## src/rtl/peripheral_noc_pkg.sv

```systemverilog
// Shared NoC constants: default link sizes and the default buffered-entry layout.
package peripheral_noc_pkg;

  localparam int unsigned FLIT_WIDTH_DEF = 32;
  localparam int unsigned CHANNELS_DEF   = 7;

  typedef struct packed {
    logic                      last;
    logic [FLIT_WIDTH_DEF-1:0] flit;
  } flit_entry_t;

endpackage

```

## src/rtl/peripheral_noc_vchannel_demux_if.sv

```systemverilog
// Virtual-channel link bundle: shared flit/last with per-channel valid/ready in,
// per-channel flit/last/valid/ready out.
interface peripheral_noc_vchannel_demux_if
  import peripheral_noc_pkg::*;
#(
  parameter int unsigned FLIT_WIDTH = FLIT_WIDTH_DEF,
  parameter int unsigned CHANNELS   = CHANNELS_DEF
);

  logic [FLIT_WIDTH-1:0]                in_flit;
  logic                                 in_last;
  logic [CHANNELS-1:0]                  in_valid;
  logic [CHANNELS-1:0]                  in_ready;
  logic [CHANNELS-1:0][FLIT_WIDTH-1:0]  out_flit;
  logic [CHANNELS-1:0]                  out_last;
  logic [CHANNELS-1:0]                  out_valid;
  logic [CHANNELS-1:0]                  out_ready;

  modport slave (
    input  in_flit, in_last, in_valid, out_ready,
    output in_ready, out_flit, out_last, out_valid
  );

  modport master (
    output in_flit, in_last, in_valid, out_ready,
    input  in_ready, out_flit, out_last, out_valid
  );

endinterface

```

## src/rtl/peripheral_noc_vchannel_fifo.sv

```systemverilog
// Single-channel flit FIFO with count-based full/empty; ready depends on state only.
module peripheral_noc_vchannel_fifo #(
  parameter int unsigned FLIT_WIDTH   = 32,
  parameter int unsigned BUFFER_DEPTH = 4
) (
  input  logic                  clk,
  input  logic                  rst,
  input  logic                  i_wr_valid,
  output logic                  o_wr_ready,
  input  logic [FLIT_WIDTH-1:0] i_flit,
  input  logic                  i_last,
  output logic                  o_rd_valid,
  input  logic                  i_rd_ready,
  output logic [FLIT_WIDTH-1:0] o_flit,
  output logic                  o_last
);

  localparam int unsigned PtrW = (BUFFER_DEPTH > 1) ? $clog2(BUFFER_DEPTH) : 1;
  localparam int unsigned CntW = $clog2(BUFFER_DEPTH + 1);

  typedef struct packed {
    logic                  last;
    logic [FLIT_WIDTH-1:0] flit;
  } entry_t;

  entry_t          r_mem [BUFFER_DEPTH];
  logic [PtrW-1:0] r_wr_ptr;
  logic [PtrW-1:0] r_rd_ptr;
  logic [CntW-1:0] r_count;
  logic            w_push;
  logic            w_pop;
  entry_t          w_head;

  assign o_wr_ready = (r_count != CntW'(BUFFER_DEPTH));
  assign o_rd_valid = (r_count != '0);
  assign w_push     = i_wr_valid & o_wr_ready;
  assign w_pop      = o_rd_valid & i_rd_ready;
  assign w_head     = r_mem[r_rd_ptr];
  assign o_flit     = w_head.flit;
  assign o_last     = w_head.last;

  function automatic logic [PtrW-1:0] ptr_inc(input logic [PtrW-1:0] ptr);
    return (ptr == PtrW'(BUFFER_DEPTH - 1)) ? '0 : ptr + 1'b1;
  endfunction

  always_ff @(posedge clk) begin
    if (rst) begin
      r_wr_ptr <= '0;
      r_rd_ptr <= '0;
      r_count  <= '0;
    end else begin
      if (w_push) r_wr_ptr <= ptr_inc(r_wr_ptr);
      if (w_pop)  r_rd_ptr <= ptr_inc(r_rd_ptr);
      if (w_push && !w_pop)      r_count <= r_count + 1'b1;
      else if (w_pop && !w_push) r_count <= r_count - 1'b1;
    end
  end

  // Storage is not reset; entries are only observed once written.
  always_ff @(posedge clk) begin
    if (w_push) r_mem[r_wr_ptr] <= '{last: i_last, flit: i_flit};
  end

endmodule

```

## src/rtl/peripheral_noc_vchannel_demux.sv

```systemverilog
// Virtual-channel receive demux: steers shared link flits into per-channel FIFOs.
// Optional multi-valid checker enabled by PERIPHERAL_NOC_VCHANNEL_DEMUX_CHECK_EN.
module peripheral_noc_vchannel_demux
  import peripheral_noc_pkg::*;
#(
  parameter int unsigned FLIT_WIDTH   = FLIT_WIDTH_DEF,
  parameter int unsigned CHANNELS     = CHANNELS_DEF,
  parameter int unsigned BUFFER_DEPTH = 4
) (
  input  logic                            clk,
  input  logic                            rst,
`ifdef PERIPHERAL_NOC_VCHANNEL_DEMUX_CHECK_EN
  output logic                            err_multi,
`endif
  peripheral_noc_vchannel_demux_if.slave  bus
);

  logic [CHANNELS-1:0]                 w_wr_valid;
  logic [CHANNELS-1:0]                 w_in_ready;
  logic [CHANNELS-1:0][FLIT_WIDTH-1:0] w_out_flit;
  logic [CHANNELS-1:0]                 w_out_last;
  logic [CHANNELS-1:0]                 w_out_valid;

`ifdef PERIPHERAL_NOC_VCHANNEL_DEMUX_CHECK_EN
  logic w_multi;
  logic r_err_multi;

  // Clearing the lowest set bit leaves a nonzero value iff two or more bits are set.
  assign w_multi    = ((bus.in_valid & (bus.in_valid - 1'b1)) != '0);
  assign w_wr_valid = w_multi ? '0 : bus.in_valid;
  assign err_multi  = r_err_multi;

  always_ff @(posedge clk) begin
    if (rst)          r_err_multi <= 1'b0;
    else if (w_multi) r_err_multi <= 1'b1;
  end
`else
  assign w_wr_valid = bus.in_valid;
`endif

  for (genvar g = 0; g < CHANNELS; g++) begin : g_ch
    peripheral_noc_vchannel_fifo #(
      .FLIT_WIDTH   (FLIT_WIDTH),
      .BUFFER_DEPTH (BUFFER_DEPTH)
    ) u_fifo (
      .clk        (clk),
      .rst        (rst),
      .i_wr_valid (w_wr_valid[g]),
      .o_wr_ready (w_in_ready[g]),
      .i_flit     (bus.in_flit),
      .i_last     (bus.in_last),
      .o_rd_valid (w_out_valid[g]),
      .i_rd_ready (bus.out_ready[g]),
      .o_flit     (w_out_flit[g]),
      .o_last     (w_out_last[g])
    );
  end

  assign bus.in_ready  = w_in_ready;
  assign bus.out_flit  = w_out_flit;
  assign bus.out_last  = w_out_last;
  assign bus.out_valid = w_out_valid;

endmodule

```

## src/flat_wrapper.sv

```systemverilog
// flat-port wrapper written by rule: the top's interface ports become plain ports
module peripheral_noc_vchannel_demux_flat import peripheral_noc_pkg::*;
#(
  parameter int unsigned FLIT_WIDTH   = FLIT_WIDTH_DEF,
  parameter int unsigned CHANNELS     = CHANNELS_DEF,
  parameter int unsigned BUFFER_DEPTH = 4
)
  (clk, rst, bus_in_flit, bus_in_last, bus_in_valid, bus_out_ready, bus_in_ready, bus_out_flit, bus_out_last, bus_out_valid);
  peripheral_noc_vchannel_demux_if #(.FLIT_WIDTH(FLIT_WIDTH), .CHANNELS(CHANNELS)) bus_i ();
  input  logic clk;
  input  logic rst;
  input wire logic [$bits(bus_i.in_flit)-1:0] bus_in_flit;
  input wire logic [$bits(bus_i.in_last)-1:0] bus_in_last;
  input wire logic [$bits(bus_i.in_valid)-1:0] bus_in_valid;
  input wire logic [$bits(bus_i.out_ready)-1:0] bus_out_ready;
  output wire logic [$bits(bus_i.in_ready)-1:0] bus_in_ready;
  output wire logic [$bits(bus_i.out_flit)-1:0] bus_out_flit;
  output wire logic [$bits(bus_i.out_last)-1:0] bus_out_last;
  output wire logic [$bits(bus_i.out_valid)-1:0] bus_out_valid;
  assign bus_i.in_flit = bus_in_flit;
  assign bus_i.in_last = bus_in_last;
  assign bus_i.in_valid = bus_in_valid;
  assign bus_i.out_ready = bus_out_ready;
  assign bus_in_ready = bus_i.in_ready;
  assign bus_out_flit = bus_i.out_flit;
  assign bus_out_last = bus_i.out_last;
  assign bus_out_valid = bus_i.out_valid;
  peripheral_noc_vchannel_demux #(.FLIT_WIDTH(FLIT_WIDTH), .CHANNELS(CHANNELS), .BUFFER_DEPTH(BUFFER_DEPTH)) u_core (.clk(clk), .rst(rst), .bus(bus_i));
endmodule
```

## config.mk

```make
export PLATFORM = sky130hd
export DESIGN_NAME = peripheral_noc_vchannel_demux_flat
export DESIGN_NICKNAME = d
export VERILOG_FILES = /design/src/rtl/peripheral_noc_pkg.sv /design/src/rtl/peripheral_noc_vchannel_demux_if.sv /design/src/rtl/peripheral_noc_vchannel_fifo.sv /design/src/rtl/peripheral_noc_vchannel_demux.sv /design/src/flat_wrapper.sv
export SDC_FILE = /design/constraint.sdc
export NUM_CORES = 1
export LEC_CHECK = 0
export ABC_AREA = 0
export CORE_MARGIN = 1
export CORE_UTILIZATION = 58
export CTS_CLUSTER_SIZE = 10
export DETAILED_ROUTE_END_ITERATION = 7
export GPL_TIMING_DRIVEN = 1
export PLACE_DENSITY = 0.8
export SETUP_SLACK_MARGIN = 0.02
export SLEW_MARGIN = 40
export SYNTH_ARGS = -nofsm -noshare
export SYNTH_HDL_FRONTEND = slang
export SYNTH_SLANG_ARGS = --single-unit
```

## constraint.sdc

```tcl
create_clock -name clk -period 2.85 [get_ports clk]
set_input_delay 0.57 -clock clk [delete_from_list [all_inputs] [get_ports clk]]
set_output_delay 0.57 -clock clk [all_outputs]
set_load 0.005 [all_outputs]
```

### Word level (Yosys, flattened, before mapping)

Memory sizes are Yosys's and may differ from the RTL's. A register that Yosys moved wholly into a read port is not among the register bits.
Index checks and enable logic that the tools add are counted.

* bits in writable memories: 924
* memories: 7
* register bits after elaboration: 49

* reductions and logical operators: 42
* multiplexer cells: 56
* add/subtract/negate cells: 28
* bitwise gates (word level): 14
* equality and inequality tests: 21

Memory list
* u_core.g_ch[0].u_fifo.r_mem: words 4, bits a word 33, read ports 1, clocked after memory_dff 1, write ports 1, RTL line peripheral_noc_vchannel_fifo.sv:26 `entry_t r_mem [BUFFER_DEPTH];`
* u_core.g_ch[1].u_fifo.r_mem: words 4, bits a word 33, read ports 1, clocked after memory_dff 1, write ports 1, RTL line peripheral_noc_vchannel_fifo.sv:26
* u_core.g_ch[2].u_fifo.r_mem: words 4, bits a word 33, read ports 1, clocked after memory_dff 1, write ports 1, RTL line peripheral_noc_vchannel_fifo.sv:26
* u_core.g_ch[3].u_fifo.r_mem: words 4, bits a word 33, read ports 1, clocked after memory_dff 1, write ports 1, RTL line peripheral_noc_vchannel_fifo.sv:26
* u_core.g_ch[4].u_fifo.r_mem: words 4, bits a word 33, read ports 1, clocked after memory_dff 1, write ports 1, RTL line peripheral_noc_vchannel_fifo.sv:26
* u_core.g_ch[5].u_fifo.r_mem: words 4, bits a word 33, read ports 1, clocked after memory_dff 1, write ports 1, RTL line peripheral_noc_vchannel_fifo.sv:26
* +1 memories

Operators with widths (count)
* 2-bit two-way mux: 28
* 3-bit two-way mux: 14
* 2-bit by 1-bit adder with 2-bit output, second input constant: 14
* 2-bit equality test, second input constant: 14
* 3-bit by 1-bit adder with 3-bit output, second input constant: 7
* 3-bit != test, second input constant: 7
* 3-bit nonzero test: 7
* 3-bit by 1-bit subtractor with 3-bit output, second input constant: 7
* 1-bit AND: 14
* 1-bit logical AND: 14
* 1-bit logical NOT: 14
* 1-bit two-way mux: 14
* 2-bit nonzero test: 7

### Depth between registers and ports, before layout

* word-level depth: 6
* depth in mapped cells: 9
* depth with buffers taken out: 8

### Cells and area by module

From an unflattened synthesis, not the netlist that was laid out.

* cells, all modules: 1547
* area total of the unflattened synthesis: 36583.8 µm²

By module, submodules not included
* peripheral_noc_vchannel_fifo: instances 7, seq. area each 4144.0 µm², cells each 221, area an instance 5226.3 µm²

### Least setup slack after synthesis

OpenSTA, ideal clock, no wires.

* path type: register to register
* start point: reg u_core.g_ch[0].u_fifo.r_count[0]
* end point: reg u_core.g_ch[0].u_fifo.r_count[2]
* period minus slack after synthesis: 2201 ps
* arrival: 2128 ps
* data required time: 2777 ps
* library setup time: 73 ps
* path slack: 649 ps
* cell stages (with the launch flop): 8
* cells stage by stage: dfxtp_1 > o31ai_1 > ha_1 > inv_1 > fa_1 > xor2_1 > or3_2 > a21oi_1

* word-level cells in the longest chain between the ends: 5
* elaborated cells on any way between the ends: 13
* classes of those cells: 2 x add/sub; 1 x eq/ne; 2 x mux; 2 x bitwise; 6 x reduce/logical

Ends and longest elaborated chain
* from (decl): RTL line peripheral_noc_vchannel_fifo.sv:29 `logic [CntW-1:0] r_count;`
* from (signal assigned): RTL line peripheral_noc_vchannel_fifo.sv:54 `if (w_push && !w_pop) r_count <= r_count + 1'b1;`
* from (signal assigned): RTL line peripheral_noc_vchannel_fifo.sv:55 `else if (w_pop && !w_push) r_count <= r_count - 1'b1;`
* branches (longest 5 deep; another with 3-bit by 1-bit subtractor with 3-bit output)

Several ways; the timed one is not identified. The select of a mux whose other input is x is not followed.
A chain may end at the register's enable or synchronous reset.

==> summary.md <==
| Metric | Value |
|---|---|
| Hold Path Stages | `2` |
| Clk sinks | `a little under 1,000` |
| Placed cells | `2,684` |
| Post-Route WL | `86.9 mm` |
| Synth unique cells | `28` |
| Slew @ Worst Pin | `602 ps` |
| DRT iter0 DRCs | `1,842` |
| Post-route design area | `0.0446 mm^2` |
| Top-count cell post-synth | `edfxtp_1` |
| Placer Congestion | `between 0.7 and 0.8` |
| Reg2reg path depth | `7` |
| Sequential area share after synthesis | `0.789` |
| Ys async rst share | `0` |
| Worst Path Required | `2280 ps` |
| Diode count | `0` |
| Vias | `17,800` |
| Synth Cell Area | `around 0.037 mm^2` |
| Worst Hold End | `u_core.g_ch[4].u_fifo.r_count[1]$_SDFFE_PP0P_` |
| Largest net degree at the start of global routing | `37` |
| Crit-path slowest cell | `mux4_2` |
| First-pass DRT Iterations | `5` |
| Mapped Cells | `1,568` |
| Endpoint type of the worst setup path | `output port` |
| Top_reg_cell synth | `edfxtp_1` |
| Vias per cell | `between 6 and 7` |
| Leakage | `15.0 nW` |
| EDFF count, synth | `924` |
| Top cell type's share of synthesized area | `0.755` |
| First-pass GRT wire length | `approximately 120 mm` |
| Syn avg cell area | `between 20 and 25 um^2` |
| Crit Path Class | `reg -> out` |
| Clock root buffer | `clkbuf_16` |
| Ratio of cells with drive above 1 in the final layout | `0.261` |
| Number of CTS-inserted buffers | `~110` |
| Layout Nets | `between 2,000 and 2,500` |
| Hold Crit Class | `in -> reg` |
| H-tree depth | `3` |
| CORE AREA | `between 0.06 and 0.07 mm^2` |
| Initial Utilization | `0.591` |
| Synth warn | `0` |
| Worst EP arrival | `between 2000 and 2500 ps` |
| Count of non-filler cells in the finished layout | `a little under 3,000` |
| Slew HR | `0.598` |
| Clock period minus worst slack | `approximately 2800 ps` |
| Post-route ant nets | `0` |
| CTS tree | `done` |
| Fin. Hold Viols | `0` |
| CP max FO | `13` |
| Most frequent cells after synthesis | `924 x edfxtp_1, 231 x mux4_2, 63 x dfxtp_1` |
| Clock transition at path regs | `60 ps` |
| DPL Wire Length | `between 40 and 50 mm` |
| Global route overflow | `0` |
| Critical Path Max Stage Delay | `about 600 ps` |
| Vias in the first global route | `around 19,000` |
| Crit share post-route | `0.979` |
| Worst R2R Start | `u_core.g_ch[4].u_fifo.r_count[0]$_SDFFE_PP0P_` |
| Syn_nets | `around 1,700` |
| Final setup fails | `0` |
| Post-DP Area | `between 0.04 and 0.05 mm^2` |
| Worst reg2reg setup slack | `~350 ps` |
| Run status | `complete, no violations` |
| Yosys top cell by area | `edfxtp_1` |
| GRT Resource Usage Total | `0.276` |
| Detailed-route DRC error count | `0` |
| Overall Power | `40.4 mW` |
| RSZ-0062 raised after global routing | `yes` |
| Die Ht | `approximately 250 um` |
| Worst vdd ir | `roughly 660 uV` |
| Chip width | `between 200 and 300 um` |
| Startpoint types | `register` |
| Max-cap viol count | `0` |
| Final hold slack | `423 ps` |
| Worst-Skew Late Latency | `between 600 and 700 ps` |
| Post-Route Skew | `27.1 ps` |
| Area grow syn2layout | `21.4%` |
| Max Fclk | `359 MHz` |
| Largest cells by area after synthesis | `edfxtp_1 75%, mux4_2 14%, dfxtp_1 3.4%, ha_1 1.4%, buf_4 0.61%` |
| I/O pins | `a little under 300` |
| # rows | `91` |
| Seq cells post-synth | `987` |
| Final slew viol count | `0` |
| Die Area | `0.0644 mm^2` |
| RR Endpoint | `u_core.g_ch[4].u_fifo.r_count[2]$_SDFFE_PP0P_` |
| PortBufs | `293` |
| PD cells | `between 900 and 1000 mW/mm^2` |
| Routed WL per cell | `30.2 um` |
| Antenna violations before repair | `5` |
| Worst-path cell chain | `buf_12, mux4_2, dlygate4sd2_1` |
| CTS max path bufs | `3` |
| HP Start | `rst` |
## per-layer routing
layer	GRT usage	up-vias	part of all wire
li1	-	7328	-
met1	0.360	9327	0.38
met2	0.447	973	0.50
met3	0.0687	167	0.086
met4	0.115	2	0.038
met5	0	-	0.000092
## sequential cells by signal, indices dropped and copies added, names as in the netlist, named ones only
| register | count |
|---|---|
| u_core.g_ch.u_fifo.r_rd_ptr | 14 |
| u_core.g_ch.u_fifo.r_wr_ptr | 14 |
| u_core.g_ch.u_fifo.r_count | 21 |
| u_core.g_ch.u_fifo.r_mem | 924 |
## worst max-delay path by stage
stage | from | endpoint | cells past startpoint
2_1_floorplan | u_core.g_ch[0].u_fifo.r_count[0]$_SDFFE_PP0P_ | u_core.g_ch[0].u_fifo.r_count[2]$_SDFFE_PP0P_ | 7
3_3_place_gp | bus_in_valid[1] | u_core.g_ch[1].u_fifo.r_count[2]$_SDFFE_PP0P_ | 8
3_5_place_dp | bus_in_valid[4] | u_core.g_ch[4].u_fifo.r_count[2]$_SDFFE_PP0P_ | 8
4_1_cts | register | bus_out_flit[184] | 5
5_1_grt | register | bus_out_flit[195] | 3
6_report | register | bus_out_flit[194] | 3
## report_power, final
group	leakage (nW)	switching, mW	internal, mW
Clock	1.45	5.24	7.06
Sequential	8.99	0.740	17.6
Combinational	4.58	4.76	4.99
Total	15.0	10.7	29.7
## critical path, delay by kind of cell, from the launching register on
kind                   cells  cell delay, ps
multiplexers               1             610
buffers and inverters      2             510
flip-flops                 1             450
## what timing repair did
| action | 4_1_cts | 5_1_grt |
|---|---|---|
| endpoints found under the setup margin | 231 | 28 |
| hold buffers | 0 | 0 |
| gates cloned | 17 | 0 |
| setup buffers | 19 | 4 |
| gates resized for setup | 272 | 15 |
## layout make-up
type | instances | area [um^2]
Clock inverter | 6 | 62.6
Tap cell | 837 | 1050
Sequential cell | 987 | 29000
Fill cell | 3539 | 17500
Multi-Input combinational cell | 469 | 7180
Timing Repair Buffer | 409 | 4280
Inverter | 21 | 78.8
Clock buffer | 153 | 2950
## logic make-up (layout without fill, tap and decap cells)
group | count (synthesis) | in the layout | share of synthesized area
and+or+nand+nor | 119 | 119 | 0.0198
buffers and inverters | 112 | 589 | 0.0157
muxes | 252 | 252 | 0.147
DFF | 987 | 987 | 0.789
xor gates and xnor gates | 14 | 14 | 0.00334
AOI/OAI and AO/OA | 35 | 35 | 0.00667
adders and majority gates | 49 | 49 | 0.0181
## layout by cell type (no fill, tap or decap), types with 17 or more instances in the layout
cell type	synthesis	routed
and3_2	20	24
buf_12	0	34
buf_16	0	17
buf_4	30	60
clkbuf_1	21	41
clkbuf_16	0	111
clkdlybuf4s50_1	0	70
dfxtp_1	63	56
dlygate4sd2_1	0	202
edfxtp_1	924	924
ha_1	42	42
inv_1	21	21
mux2i_1	21	21
mux4_2	231	231
nor2_1	21	21
## metrics by stage
| stage | setup TNS, ps | util | setup WS (ps) |
|---|---|---|---|
| 3_5_place_dp | 0 | 0.662 | 64.7 |
| 4_1_cts | -49.8 | 0.718 | -49.8 |
| 2_1_floorplan | 0 | - | 649 |
| 6_report | 0 | 0.718 | 60.7 |
| 3_3_place_gp | 0 | 0.662 | 158 |
| 5_1_grt | 0 | 0.718 | 2.37 |
No activity file was read; power rests on OpenSTA's default activity.
